<file path="src/rtl/pattern_buffers.sv">
// rtl/pattern_buffers.sv - serially loaded bank of pattern buffers plus sequence register
// Seven 216-bit shift chains and one 24-bit chain, read out in parallel by bufp.
module pattern_buffers #(
  parameter int NUM_BUFS  = 7,
  parameter int BUF_BYTES = 27,
  parameter int SEQ_BYTES = 3
) (
  input  logic       sclk,
  input  logic       rst,
  input  logic       sin,
  output logic       sout,
  input  logic       ssel,
  input  logic [2:0] saddr,
  input  logic [2:0] bufp,
  output logic [7:0] current_buffer [BUF_BYTES],
  input  logic [4:0] fieldp,
  output logic [7:0] pattern_sequence [SEQ_BYTES]
);

  localparam int BUF_W = BUF_BYTES * 8;
  localparam int SEQ_W = SEQ_BYTES * 8;

  logic [BUF_W-1:0] bufs [NUM_BUFS];
  logic [SEQ_W-1:0] seq;

  logic [BUF_W-1:0] sel_buf;
  logic [7:0]       field_byte;
  logic             shift_msb;

  always_ff @(posedge sclk or posedge rst) begin
    if (rst) begin
      for (int n = 0; n < NUM_BUFS; n++) bufs[n] <= '0;
      seq <= '0;
    end else if (ssel) begin
      if (saddr == 3'd7) seq <= {seq[SEQ_W-2:0], sin};
      for (int n = 0; n < NUM_BUFS; n++)
        if (saddr == 3'(n)) bufs[n] <= {bufs[n][BUF_W-2:0], sin};
    end
  end

  // Unmatched pointer values fall through to zero rather than indexing past the array
  always_comb begin
    sel_buf = '0;
    for (int n = 0; n < NUM_BUFS; n++)
      if (bufp == 3'(n)) sel_buf = bufs[n];
  end

  always_comb begin
    field_byte = '0;
    for (int k = 0; k < BUF_BYTES; k++)
      if (fieldp == 5'(k)) field_byte = sel_buf[8*k +: 8];
  end

  always_comb begin
    shift_msb = 1'b0;
    if (saddr == 3'd7) shift_msb = seq[SEQ_W-1];
    for (int n = 0; n < NUM_BUFS; n++)
      if (saddr == 3'(n)) shift_msb = bufs[n][BUF_W-1];
  end

  always_comb begin
    for (int k = 0; k < BUF_BYTES; k++) current_buffer[k] = sel_buf[8*k +: 8];
    for (int k = 0; k < SEQ_BYTES; k++) pattern_sequence[k] = seq[8*k +: 8];
  end

  assign sout = ssel ? shift_msb : ^field_byte;

endmodule

</file>
<file path="config.mk">
export PLATFORM = sky130hd
export DESIGN_NAME = pattern_buffers
export DESIGN_NICKNAME = d
export VERILOG_FILES = /design/src/rtl/pattern_buffers.sv
export SDC_FILE = /design/constraint.sdc
export NUM_CORES = 2
export LEC_CHECK = 0
export ABC_AREA = 1
export CAP_MARGIN = 20
export CORE_ASPECT_RATIO = 1.1
export CORE_UTILIZATION = 50
export DETAILED_ROUTE_END_ITERATION = 12
export PLACE_DENSITY_LB_ADDON = 0.25
export SLEW_MARGIN = 20
export SYNTH_ARGS = -nofsm -noshare
export SYNTH_HDL_FRONTEND = slang
export SYNTH_SLANG_ARGS = --single-unit
export TNS_END_PERCENT = 10
</file>
<file path="constraint.sdc">
create_clock -name sclk -period 75.9 [get_ports sclk]
set_input_delay 18.975 -clock sclk [delete_from_list [all_inputs] [get_ports sclk]]
set_output_delay 18.975 -clock sclk [all_outputs]
set_load 0.03 [all_outputs]
</file>
-- Word-level counts from Yosys, hierarchy flattened
Index checks and enable logic that the tools add are counted.
- add/sub/neg operators: 0
- $mul: 0
- div/mod/pow operators: 0
- $lt $le $gt $ge: 0
- eq/ne operators: 39
- shift operators: 0
- muxes and demuxes: 43
- bitwise logic cells: 0
- reductions and logical operators: 12
- operators by type and width (cell ; count):
    2-to-1 mux 216 bit ; 7
    2-to-1 mux 8 bit ; 27
    == test 5 bit, second input constant ; 11
    == test 5 x 4 -> 1 bit, second input constant ; 8
    == test 3 bit, second input constant ; 7
    == test 5 x 3 -> 1 bit, second input constant ; 4
    AND reduction 2 bit ; 8
    == test 3 x 2 -> 1 bit, second input constant ; 4
    == test 5 x 2 -> 1 bit, second input constant ; 2
    2-to-1 mux 1 bit ; 9
    XOR reduction 8 bit ; 1
    == test 3 x 1 -> 1 bit, second input constant ; 2
    zero test 3 bit ; 2
    == test 5 x 1 -> 1 bit, second input constant ; 1
    zero test 5 bit ; 1
- register bits: 1536
- latch bits: 0
- RAM bits: 0
- bits in read-only memories: 0
- output and inout port bits: 241
- word-level logic and storage cells: 102
- memories kept: 0

-- Depth between registers and ports, before layout
- depth in word-level cells: 37
- gate-level depth with buffers: 31

-- Worst setup path after synthesis
OpenSTA, ideal clock, no wires.
- kind: input to output
- from: in bufp[1]
- to: out sout
- arrival: 21821 ps
- data required time: 56925 ps
- setup slack: 35104 ps
- stages: 22
- cells stage by stage: buf_4 > nor2_1 > nand2_4 > buf_4 > buf_4 > buf_4 > buf_4 > buf_2 > o22ai_1 > a221oi_1 > o2111ai_1 > nand2_1 > inv_1 > nor3_1 > nand4_1 > nand2_1 > nand2_1 > nand2_1 > nand2_1 > nand2_1 > nand3_1 > nand2_1
- RTL lines (element ; line ; source):
    from (decl) ; 14 ; input logic [2:0] bufp,
    to (decl) ; 11 ; output logic sout,

-- Worst setup path in the final report
- from: in bufp[0]
- to: out sout
- longest elaborated chain between the ends: 37
- ends and longest elaborated chain (element ; line ; source):
    zero test 3 bit ; 45 ; if (bufp == 3'(n)) sel_buf = bufs[n];
    2-to-1 mux 216 bit (6 in a row) ; 45 ;
    2-to-1 mux 216 bit (*) ; 45 ;
    2-to-1 mux 8 bit (26 in a row) ; 51 ; if (fieldp == 5'(k)) field_byte = sel_buf[8*k +: 8];
    2-to-1 mux 8 bit (*) ; 51 ;
    XOR reduction 8 bit (*) ; 66 ; assign sout = ssel ? shift_msb : ^field_byte;
    2-to-1 mux 1 bit (*) ; 66 ;
Mark *: on every way between the ends. The rest lies on a longest branch, timed or not.

==> impl_metrics.ini <==
[critical_path]
cp_slowest_cell = clkdlybuf4s50_1
worstSetupEndpointType = output port
crit_buf_inv = 6
crit_family = simple AND/OR/NAND/NOR gates
arrival_ns = 26.12
crit_end = sout
crit_fanout = 60
cp.required_ns = 56.92
r2r_slack_ns = 74.98
max_stage_delay_ns = 0.83
setup.worst_path.start = bufp[0]
r2r_end = bufs[870]
crit_top_cell = nand2_1
rr_worst_depth = 2
crit_path_start_kind = primary input
timing.rr.start = bufs[869]
path_depth = 30
crit_type = in2out

[layout]
fill_cells = 12100
layout.nets = 8251
fin_cells = 10100
syn2layout_area_growth_pct = 13.2
final-seq-area_um2 = 38400
drive_gt1_share_pct = 4.52
multi_input_area_um2 = 23300

[route]
routedWlPerCell_um = 20.6
drtIter0Drc = 5880
firstDrtPassIters = 8
num_vias = 57100
drc_errors = 0
wirelength_um = 209000
ant_nets = 0
vias_per_cell = 5.63

[clock_tree]
clock_sinks = 1536
clk-insertion-delay-late_ns = 0.82
clock_path_buffers = 3
cts_resized = 0
clockRootBuffer = clkbuf_16
cts_made_buffers = 160
cts.clk_slew.worst_paths_ns = 0.06
ctsHoldBuffers = 0
cts_tree = built
htree_num_levels = 4
cts_setup_buffers = 0

[yosys]
syn-num-nets = 8272
syn_area_um2 = 68400
synthMuxAreaShare_pct = 0.0165
synth_compound_area_share_pct = 17.6
synth_xor_area_share_pct = 0.0128
synth.distinct_cells = 43
synth_top_family_by_area = compound AO/OA/AOI/OAI gates
yosys.area_share.adder_pct = 0
synth_cells = 8257
synth-main-ff-cell = dfrtp_1
synth-edff-count = 0
ys_seq_area_share_pct = 56.2
yosys_warnings = 0
syn_area_per_cell_um2 = 8.28
ys_ff_latch = 1536
synthSimpleGateAreaFrac_pct = 16.2
synthArstFlopShare_pct = 100

[place]
gp_congestion = 0.922
io_buffer_count = 255
dp_hpwl_um = 136000
dp.cells = 9860

[timing]
final.period_utilization_pct = 59.4
setup_viol = 0
rsz0062_at_grt = false
finClkSkew_ns = 0.0284
max_freq_mhz = 22.2
holdWs_ns = 0.483
fin_crit_ns = 45.09
worst_pin_slew_ns = 1.16
maxSlewHeadroom_pct = 22.1
slew_violations = 0
hold_violations = 0
tns_ns = 0

[power]
p_comb_share_pct = 20.2
ir_drop_uv = 27.1
p_leak_nw = 36.4
sw_frac_of_total_pct = 32.2
power.density_nw_per_um2 = 32.1
pwr-share-seq_pct = 46.0
power_mw = 2.49
switchingPower_uw = 801
p_clk_share_pct = 33.8
internal-power_mw = 1.68

[job]
drv_cap = 0

[run_status]
status = finished clean

[floorplan]
num_io_pins = 256
initial_core_util_pct = 50.7
core_um2 = 135000
fp.dieW_um = 355
die_area_um2 = 138000
rows = 141
die_h_um = 390

[hold_path]
min_path_type = reg2reg

[global_routing]
grt_pass1_wl_um = 326000
grt_usage_pct = 30.5
grt_overflow_total = 0
grt_pass1_vias = 55900
antenna_found_initial = 6
grt_max_degree = 237
layer usage:
metal / share of wire, % / GRT usage, % / wire length (µm) / vias up
li1: - / - / - / 26500
met1: 42 / 42.1 / 88400 / 28100
met2: 46 / 47.4 / 95100 / 2118
met3: 8.0 / 6.00 / 16700 / 403
met4: 4.0 / 12.4 / 8390 / 14
met5: 0.037 / 0 / 78 / -
sequential cells by signal, indices dropped and copies added (netlist names):
register / count
seq: 24
bufs: 1512
cells in the final DEF (no fill, tap or decap), drive strengths merged, types with 8 or more instances in the layout:
master / n
a21oi: 576
a221oi: 87
and2: 10
buf: 68
bufinv: 19
clkbuf: 235
clkdlybuf4s50: 254
clkinv: 26
dfrtp: 1536
inv: 1235
nand2: 1835
nand3: 134
nand4: 109
nor2: 670
nor3: 26
o2111ai: 85
o211ai: 25
o21ai: 1220
o221ai: 15
o22ai: 172
or2: 8
cell families after synthesis:
logic type,after synthesis
buffers and inverters,1739
XOR/XNOR,1
multiplexers,1
AO/OA/AOI/OAI,2187
AND/OR/NAND/NOR,2793
flip-flops,1536
cell usage after synthesis, types with 2 or more instances:
cell       instances  area share, %
clkbuf_1         364            2.0
nand3_2            2          0.029
o22ai_1          172            1.6
nor2_1           669            3.7
a31oi_1            3          0.027
or2_0              3          0.027
a221oi_2          14           0.31
nor3_1            25           0.18
o211ai_1          25           0.27
o21ai_0         1212            8.9
o221ai_1          14           0.18
buf_2             78           0.57
inv_2              7          0.038
or2_1              2          0.018
nand3_1          130           0.95
clkinv_1           3          0.016
dfrtp_1         1536             56
nand4_1          109            1.0
inv_1           1223            6.7
nand3_4            2          0.051
a21oi_2            5          0.064
or2_2              3          0.027
buf_4             22           0.24
nand2_1         1833             10
a221oi_1          73           0.94
a21oi_1          571            4.2
o2111ai_1         85            1.1
and2_1            10          0.091
buf_6             13           0.21
o21ai_1            8          0.059
a211oi_1           3          0.033
buf_1             27           0.15
layout make-up:
type                    count  share of cell area (%)
flip-flops and latches   1536                    49.6
multi-input cells        4982                    30.0
clock buffers             235                    6.24
inverters                1234                    6.02
repair buffers            322                    4.17
well taps                1787                    2.89
clock inverters            49                   0.979
diodes                      1                 0.00323
metrics by stage:
stage	area [µm²]	utilization, %	setup WS [ns]
3_3_place_gp	71800	53.2	31.07
4_1_cts	77400	57.3	31.04
3_5_place_dp	71800	53.2	31.01
5_1_grt	77400	57.4	30.45
2_1_floorplan	68400	-	13.59
6_report	77400	57.4	30.81
how the worst min path moves through the flow:
stage                     from  cells past startpoint  slack (ns)          to
floorplan              bufs[0]                      2        0.45     bufs[0]
global placement     bufs[598]                      2        0.47   bufs[598]
detailed placement   bufs[800]                      2        0.47   bufs[800]
CTS                 bufs[1328]                      2        0.49  bufs[1328]
global route        bufs[1271]                      2        0.50  bufs[1271]
finish               bufs[631]                      2        0.48   bufs[631]
power groups by stage:
stage / clock network [mW] / logic [mW] / registers, mW
after floorplan: 0 / 0.322 / 1.13
after detailed placement: 0 / 0.500 / 1.15
after global routing: 0.881 / 0.561 / 1.17
final: 0.839 / 0.503 / 1.14
after CTS: 0.849 / 0.502 / 1.14
after global placement: 0 / 0.487 / 1.15
tightest hold or removal path: cells and delay by family, from the launching register on:
| family | cells | cell delay [ns] |
|---|---|---|
| and+or+nand+nor | 1 | 0.05 |
| DFF | 1 | 0.34 |
| AOI/OAI and AO/OA | 1 | 0.06 |
No activity file was read; power rests on OpenSTA's default activity.
